[src/rtl/div8_pkg.sv]
// div8_pkg: shared operand width, bit-counter width and FSM state type for div8_iter.
package div8_pkg;
  localparam int DIV8_W = 8;
  localparam int CNT_W = $clog2(DIV8_W);
  typedef enum logic [1:0] {IDLE, BUSY, DONE} state_t;
endpackage

[src/rtl/div8_step.sv]
// div8_step: one combinational restoring-division step (shift in a dividend bit, trial subtract).
module div8_step
  import div8_pkg::*;
(
  input  logic [DIV8_W-1:0] rem,
  input  logic              a_bit,
  input  logic [DIV8_W-1:0] div,
  output logic [DIV8_W-1:0] rem_nxt,
  output logic              q_bit
);
  logic [DIV8_W:0] t;
  logic [DIV8_W:0] diff;
  // rem[7] is always clear before a step, so this equals {0, rem[6:0], a_bit}
  assign t       = {rem, a_bit};
  assign diff    = t - {1'b0, div};
  assign q_bit   = ~diff[DIV8_W];
  assign rem_nxt = q_bit ? diff[DIV8_W-1:0] : t[DIV8_W-1:0];
endmodule

[src/rtl/div8_iter.sv]
// div8_iter: iterative 8-bit unsigned restoring divider, one quotient bit per cycle, MSB first.
// Define DIV8_ITER_REM_EN to expose the remainder on port R.
module div8_iter
  import div8_pkg::*;
(
  input  logic              clk,
  input  logic              rst_n,
  input  logic              in_valid,
  output logic              in_ready,
  input  logic [DIV8_W-1:0] A,
  input  logic [DIV8_W-1:0] B,
  output logic              out_valid,
  input  logic              out_ready,
  output logic [DIV8_W-1:0] Q,
`ifdef DIV8_ITER_REM_EN
  output logic [DIV8_W-1:0] R,
`endif
  output logic              div0
);
  state_t            state, state_nxt;
  logic [DIV8_W-1:0] a, b, rem, rem_nxt;
  logic [CNT_W-1:0]  cnt;
  logic              q_bit, accept, last;

  assign accept = in_valid & in_ready;
  assign last   = (state == BUSY) && (cnt == '0);

  div8_step u_step (
    .rem    (rem),
    .a_bit  (a[cnt]),
    .div    (b),
    .rem_nxt(rem_nxt),
    .q_bit  (q_bit)
  );

  always_ff @(posedge clk or negedge rst_n)
    if (!rst_n) state <= IDLE;
    else        state <= state_nxt;

  always_comb
    state_nxt = accept            ? BUSY :
                last              ? DONE :
                (state == BUSY)   ? BUSY :
                (state == DONE && !out_ready) ? DONE : IDLE;

  always_comb begin
    in_ready  = (state == IDLE) || (state == DONE && out_ready);
    out_valid = (state == DONE);
  end

  always_ff @(posedge clk or negedge rst_n)
    if (!rst_n) begin
      a    <= '0;
      b    <= '0;
      rem  <= '0;
      cnt  <= '0;
      Q    <= '0;
      div0 <= 1'b0;
`ifdef DIV8_ITER_REM_EN
      R    <= '0;
`endif
    end else if (accept) begin
      a   <= A;
      b   <= B;
      rem <= '0;
      cnt <= '1;
    end else if (state == BUSY) begin
      rem    <= rem_nxt;
      Q[cnt] <= q_bit;
      cnt    <= cnt - 1'b1;
      if (last) begin
        div0 <= (b == '0);
`ifdef DIV8_ITER_REM_EN
        R    <= rem_nxt;
`endif
      end
    end
endmodule
[config.mk]
export PLATFORM = sky130hd
export DESIGN_NAME = div8_iter
export DESIGN_NICKNAME = d
export VERILOG_FILES = /design/src/rtl/div8_pkg.sv /design/src/rtl/div8_step.sv /design/src/rtl/div8_iter.sv
export SDC_FILE = /design/constraint.sdc
export NUM_CORES = 1
export LEC_CHECK = 0
export ABC_AREA = 0
export CAP_MARGIN = 30
export CORE_MARGIN = 2
export CORE_UTILIZATION = 45
export DETAILED_ROUTE_END_ITERATION = 8
export PLACE_DENSITY = 0.68
export SYNTH_ARGS = -nofsm -noshare
export SYNTH_HDL_FRONTEND = slang
export SYNTH_HIERARCHICAL = 1
export SYNTH_SLANG_ARGS = --single-unit
export TNS_END_PERCENT = 5
[constraint.sdc]
create_clock -name clk -period 3.8 [get_ports clk]
set_clock_uncertainty 0.15 [all_clocks]
set_input_delay 0.38 -clock clk [delete_from_list [all_inputs] [get_ports clk]]
set_output_delay 0.38 -clock clk [all_outputs]
set_load 0.03 [all_outputs]
== Word level (Yosys, flattened, before mapping) ==
Cells that the tools add are included.

* Register bits after elaboration: 38
* Input port bits: 20
* Output and inout bits: 11
* Logic and storage cells: 42

* Add/subtract/negate cells: 2
* Magnitude comparators: 2
* Eq/ne operators: 2
* Multiplexer cells: 14
* Bitwise gates (word level): 3
* Reductions and logical operators: 12

{| class="wikitable"
|+ Operators with widths
! cell !! count
|-
| 2-to-1 mux 8 bit || 3
|-
| subtractor 9 x 8 -> 9 bit || 1
|-
| bitwise mux 8 bit || 1
|-
| zero test 8 bit || 1
|-
| 2-to-1 mux 2 bit || 4
|-
| 2-to-1 mux 3 bit || 2
|-
| logical AND 1 bit || 4
|-
| less-than comparator 3 x 4 -> 1 bit, second input constant || 1
|-
| binary-select mux 1 bit (select 3 bit) || 1
|-
| demux 1 bit (select 3 bit) || 1
|-
| >= comparator 3 x 1 -> 1 bit, second input constant || 1
|-
| zero test 3 bit || 1
|-
| AND reduction 3 bit || 1
|-
| subtractor 3 x 1 -> 3 bit, second input constant || 1
|-
| equality test 2 x 1 -> 1 bit, second input constant || 1
|-
| equality test 2 bit, second input constant || 1
|-
| zero test 2 bit || 1
|-
| 2-to-1 mux 1 bit || 2
|-
| NOT 1 bit || 2
|-
| AND reduction 2 bit || 1
|-
| nonzero test 2 bit || 1
|-
| bitwise AND 1 bit || 1
|-
| zero test 1 bit || 1
|-
| logical OR 1 bit || 1
|}

== Depth between registers and ports, before layout ==
Gate-level depths: netlist (run 1).

* Word-level depth: 6
* Mapped depth: 15
* Depth with buffers taken out: 14

== By module ==
Netlist (run 1), hierarchy kept.

{| class="wikitable"
|+ Modules (own cells, without submodules)
! module !! instances !! cells an instance !! area an instance (µm²) !! sequential area each (µm²)
|-
| div8_iter || 1 || 135 || 1641.6 || 950.9
|-
| div8_step || 1 || 58 || 485.5 || 0.0
|}

== Least setup slack after synthesis (run 1) ==
OpenSTA, ideal clock, no wires.

* Path type: flip-flop to flip-flop
* From: reg cnt[2]
* To: reg rem[1]
* Setup time: 0.123 ns
* Data arrival time: 2.963 ns
* Required time: 3.527 ns
* Path slack: 0.564 ns
* Cell stages (with the launch flop): 16
* Buffers on the path: 1
* Period minus slack after synthesis: 3.236 ns
* Path through: dfrtp_1 clkbuf_1 mux4_2 nand2_1 nand2_1 inv_1 ha_1 inv_1 fa_1 a21o_1 a21oi_2 o31ai_4 xor2_4 mux2_2 nand2_1 a21oi_1

* Cells in the longest elaborated chain, start to end: 6

{| class="wikitable"
|+ RTL lines
! item !! RTL line !! source
|-
| start: declaration || div8_iter.sv:22 || <nowiki>logic [CNT_W-1:0] cnt;</nowiki>
|-
| start signal: assignment || div8_iter.sv:70 || <nowiki>cnt <= cnt - 1'b1;</nowiki>
|-
| binary-select mux 1 bit (select 3 bit) || div8_iter.sv:30 || <nowiki>.a_bit (a[cnt]),</nowiki>
|-
| 2-to-1 mux 1 bit (not written as such) || div8_iter.sv:30 ||
|-
| subtractor 9 x 8 -> 9 bit || div8_step.sv:15 || <nowiki>assign diff = t - {1'b0, div};</nowiki>
|-
| 2-to-1 mux 8 bit || div8_step.sv:17 || <nowiki>assign rem_nxt = q_bit ? diff[DIV8_W-1:0] : t[DIV8_W-1:0];</nowiki>
|-
| named net rem_nxt[1] || div8_iter.sv:21 || <nowiki>logic [DIV8_W-1:0] a, b, rem, rem_nxt;</nowiki>
|-
| 2-to-1 mux 8 bit || div8_iter.sv:67 || <nowiki>end else if (state == BUSY) begin</nowiki>
|-
| 2-to-1 mux 8 bit || div8_iter.sv:62 || <nowiki>end else if (accept) begin</nowiki>
|-
| end signal: assignment || div8_iter.sv:68 || <nowiki>rem <= rem_nxt;</nowiki>
|-
| end: declaration || div8_iter.sv:21 ||
|}

The timed path passes the listed nets, and every way through them passes these cells. The select of a mux whose other input is x is not followed.
A chain may end at the register's enable or synchronous reset.

== Final worst setup path (run 1) ==
* From: reg cnt[1]
* To: reg rem[6]

The elaborated chain is that of the path after synthesis.

==> impl_metrics.ini, run 1 <==
[outcome]
status = completed

[place]
routabilityCongestion = 0.838
dpl-instance-area_mm2 = 0.00248
hpwl_um = 2880
dp_slack_ns = 0.320
portBuffers = 30
dp_cells = 272

[timing]
worst_pin_slew_ns = 0.830
period_share_pct = 91.2
slew_headroom_pct = 44.7
rsz0062_at_grt = false
slew_viol_final = 0
setup_tns_ns = 0
fmax_ghz = 0.288
hold_violations = 0
setup_viol = 0
hold_slack_ns = 0.0337
fin_crit_ns = 3.47
fin_ws_ns = 0.333

[floorplan]
top_level_ports = 31
rows = 25
die_y_um = 72.8
core_mm2 = 0.00463
initial_utilization_pct = 45.9
dieArea_mm2 = 0.00529
dieWidth_um = 72.8

[routing]
post_drt_via_cell_ratio = 5.33
route.detailed.drc = 0
antenna_left = 0
dr.pass1.iters = 4
vias = 1486
finalWirelength_um = 4020
drtIter0Drc = 80
wl_per_cell_um = 14.4

[pwr]
powerDensity_mw_per_mm2 = 1010
cellLeakagePower_nw = 1.13
ir_drop_v = 0.000426
power_mw = 2.58

[setup_path]
critPathBufInv = 2
path_delay_family = multiplexers
critPathRequiredTime_ns = 3.79
cp-end-kind = register
worstPathMaxFanout = 9
arrival_ns = 3.46
crit_type = register to register
crit_path_max_incr_delay_ns = 0.53
critPathSlowestCell = mux4_2
cp_cell_sequence = mux4_2, nand2_1, nand2_1, inv_1, ha_1, inv_1, fa_1, a21o_1, a21oi_2, o31ai_4, xor2_4, mux2_1, nand2_1, a21oi_1
critPathMostFrequentCell = nand2_1
start_kind = register

[clock_network]
cts_tree = built
clkLatencyLatePin_ns = 0.29
cts_resized = 0
cts_buffers = 5
htreeDepth = 2
clk_pin_slew_worst_paths_ns = 0.07
ctsHoldBuffers = 0
clockBufferDepth = 2
root_buffer = clkbuf_8
cts_setup_buffers = 0
cts_sinks = 38

[logic_synthesis]
syn_nets = 224
postSynthAreaPerCell_um2 = 11.0
synth_flop_cell = dfrtp_1
synthCells = 193
syn-cell-area_mm2 = 0.00213
synth_seq_cells = 38
ys_seq_area_share_pct = 44.7
ys_types = 44
async_flop_share_pct = 100
synth_edf_count = 0
synth_warnings = 6

[layout]
drive_gt1_share_pct = 22.2
utilization_pct = 55.3
final_cells = 279
antenna_cells = 0
design_area_mm2 = 0.00256
nets = 256
syn_to_final_growth_pct = 20.3

[worst_hold_path]
holdCritPathClass = input pin to asynchronous set/reset pin

[run]
maxCapViolCount = 0

[grt]
track_usage_pct = 17.3
globalRoute.totalOverflow = 0
antenna_found_initial = 0
grt_max_degree = 39
grt_pass1_wl_um = 7070
grt_pass1_vias = 1494
[where the power goes]
group | internal (mW) | switching, mW | leakage (nW)
sequential | 0.600 | 0.162 | 0.463
combinational | 0.773 | 0.789 | 0.619
clock | 0.123 | 0.138 | 0.0438
total | 1.50 | 1.09 | 1.13
[flip-flops by register name, indices dropped and copies added (netlist names)]
name and count:
a 8, Q 8, div0 1, b 8, rem 8, state 2, cnt 3
[Yosys cell counts, drive strengths merged (3+ instances only)]
| cell type | n | area [um^2] |
|---|---|---|
| a21oi | 14 | 73.8 |
| buf | 4 | 22.5 |
| clkbuf | 4 | 15.0 |
| dfrtp | 38 | 951 |
| ha | 10 | 125 |
| inv | 12 | 45.0 |
| mux2 | 32 | 360 |
| nand2 | 25 | 93.8 |
| nand2b | 5 | 31.3 |
| nor2 | 5 | 18.8 |
| nor2b | 3 | 18.8 |
| nor4 | 5 | 31.3 |
| o21ai | 3 | 15.0 |
| xor2 | 3 | 45.1 |
[logic make-up (layout without fill, tap and decap cells)]
family,count (synthesis),count (layout),share of synthesized area [%]
AND/OR/NAND/NOR,55,55,13.0
adder cells (fa/ha/maj),11,11,6.82
multiplexers,35,35,19.5
AO/OA/AOI/OAI,29,29,9.12
XOR/XNOR,5,5,2.94
flip-flops,38,38,44.7
buffers and inverters,20,52,3.88
[routing by layer]
layer / track usage (%) / up-vias / part of all wire (%)
met5: 0 / - / 0
met4: 5.56 / 0 / 1.1
met3: 4.28 / 4 / 4.1
met2: 26.1 / 33 / 47
met1: 24.5 / 707 / 48
li1: - / 742 / -
[cell usage in the layout (no fill, tap or decap), types with 3 or more instances in the layout]
cell and instances:
nand2_1 25, mux2_2 30, ha_1 10, inv_1 11
dfrtp_1 38, clkbuf_8 5, buf_4 3, nor2b_1 3
nor2_1 5, clkdlybuf4s50_1 29, o21ai_0 3, a21oi_1 13
nor4_1 5, nand2b_1 5
[area by class of cell]
cell class	count	area, um^2
Tap cell	54	67.6
Fill cell	409	2070
Multi-Input combinational cell	135	1100
Inverter	12	45.0
Timing Repair Buffer	33	318
Clock buffer	5	68.8
Sequential cell	38	951
Clock inverter	2	10.0
[path summary, 6_finish.rpt]
check | start | slack [ns] | depth (start not counted) | end
worst max-delay path | cnt[1] | 0.33 | 14 | rem[6]
worst min-delay path | rst_n | 0.03 | 1 | Q[4]
worst max register to register | cnt[1] | 0.33 | 14 | rem[6]
worst min register to register | Q[3] | 0.34 | 1 | Q[3]
max in group asynchronous | rst_n | 2.93 | 1 | state[0]
min in group clk | Q[3] | 0.34 | 1 | Q[3]
No activity file was read; power rests on OpenSTA's default activity.
==> inputs of run 2 (changes only) <==
Settings changed: CORE_MARGIN 2 to default.
==> impl_metrics.ini, run 2 (synthesized netlist as in run 1, its figures left out) <==
[floorplan]
core_mm2 = 0.00444
die_y_um = 70.8
rows = 24
top_level_ports = 31
dieArea_mm2 = 0.00501
initial_utilization_pct = 47.9
dieWidth_um = 70.8

[timing]
slew_headroom_pct = 45.1
worst_pin_slew_ns = 0.824
setup_tns_ns = 0
slew_viol_final = 0
hold_violations = 0
rsz0062_at_grt = false
setup_viol = 0
period_share_pct = 90.7
fmax_ghz = 0.290
fin_crit_ns = 3.45

[worst_hold_path]
holdCritPathClass = input pin to asynchronous set/reset pin

[grt]
track_usage_pct = 18.2
antenna_found_initial = 0
globalRoute.totalOverflow = 0
grt_pass1_vias = 1536
grt_max_degree = 39
grt_pass1_wl_um = 7200

[clock_network]
cts_buffers = 5
clkLatencyLatePin_ns = 0.28
cts_tree = built
cts_resized = 0
ctsHoldBuffers = 0
htreeDepth = 2
cts_sinks = 38
clockBufferDepth = 2
root_buffer = clkbuf_8
clk_pin_slew_worst_paths_ns = 0.08
cts_setup_buffers = 0

[routing]
wl_per_cell_um = 14.3
finalWirelength_um = 4000
dr.pass1.iters = 6
vias = 1517
route.detailed.drc = 5
post_drt_via_cell_ratio = 5.44
drtIter0Drc = 96
antenna_left = 0

[setup_path]
start_kind = register
cp-end-kind = register
arrival_ns = 3.51
critPathRequiredTime_ns = 3.86
r2r_start = cnt[1]
crit_type = register to register
r2r_slack_ns = 0.35
reg2reg_depth = 15
worstPathMaxFanout = 9
r2r-end = rem[0]

[outcome]
status = finished, violations left
violations = design-rule violations

[layout]
drive_gt1_share_pct = 22.9
utilization_pct = 58.3
final_common_cell = dfrtp_1
syn_to_final_growth_pct = 21.9
final_cell_mix = dfrtp_1 (38), mux2_2 (30), clkdlybuf4s50_1 (29)
antenna_cells = 0
nets = 257

[pwr]
cellLeakagePower_nw = 1.14
ir_drop_v = 0.000481
powerDensity_mw_per_mm2 = 1010
power_mw = 2.63

[run]
maxCapViolCount = 0

[place]
routabilityCongestion = 0.841
hpwl_um = 2940
portBuffers = 30
## run 2: cell types whose count changed in the layout (fill, tap and decap cells not counted)
cell        change
buf_12          +1
clkbuf_8        +1
clkinv_2        -1
clkinvlp_4      +1
## run 2: per-stage QoR
stage | std cells | cell area [um^2] | hold WS [ns] | setup slack, ns
after global routing | 279 | 2590 | 0.107 | 0.0873
after floorplan | 193 | 2130 | -0.0656 | 0.564
after detailed placement | 271 | 2500 | 0.349 | 0.349
after global placement | 271 | 2500 | 0.347 | 0.420
final | 279 | 2590 | 0.0374 | 0.355
after CTS | 279 | 2590 | 0.0764 | 0.322
## run 2: worst max-delay path by stage
| stage | from | slack [ns] | endpoint | depth (start not counted) |
|---|---|---|---|---|
| floorplan | cnt[2] | 0.56 | rem[1] | 15 |
| global placement | cnt[1] | 0.42 | rem[5] | 14 |
| detailed placement | cnt[1] | 0.35 | rem[7] | 14 |
| CTS | cnt[1] | 0.32 | rem[0] | 15 |
| global route | cnt[1] | 0.09 | rem[0] | 15 |
| finish | cnt[1] | 0.35 | rem[0] | 15 |
## run 2: metal layers
layer	wire (um)	part of all wire, %	up-vias	GRT usage (%)
li1	-	-	743	-
met1	1980	49	739	25.9
met2	1850	46	33	28.7
met3	142	3.6	2	3.99
met4	29	0.73	0	4.00
met5	0	0	-	0
## run 2: layout make-up
class	instances	area [um^2]
clock buffer	6	82.6
clock inverter	2	12.5
fill	385	1850
inverter	12	45.0
multi-input combinational	135	1100
sequential	38	951
tap	52	65.1
timing repair buffer	34	338
## run 2: worst max-delay path, cell delays in order, from the launching register on
cell,delay (ns)
dfrtp_1,0.48
mux4_2,0.53
nand2_1,0.08
nand2_1,0.05
inv_1,0.06
ha_1,0.16
inv_1,0.05
fa_1,0.40
a21o_1,0.18
a21oi_2,0.23
o31ai_4,0.12
xor2_4,0.30
buf_4,0.22
mux2i_1,0.19
nand2_1,0.07
a21oi_1,0.11
## run 2: power breakdown
| group | total, mW | internal (mW) | switching (mW) |
|---|---|---|---|
| sequential | 0.757 | 0.600 | 0.157 |
| combinational | 1.58 | 0.783 | 0.802 |
| clock | 0.285 | 0.146 | 0.139 |
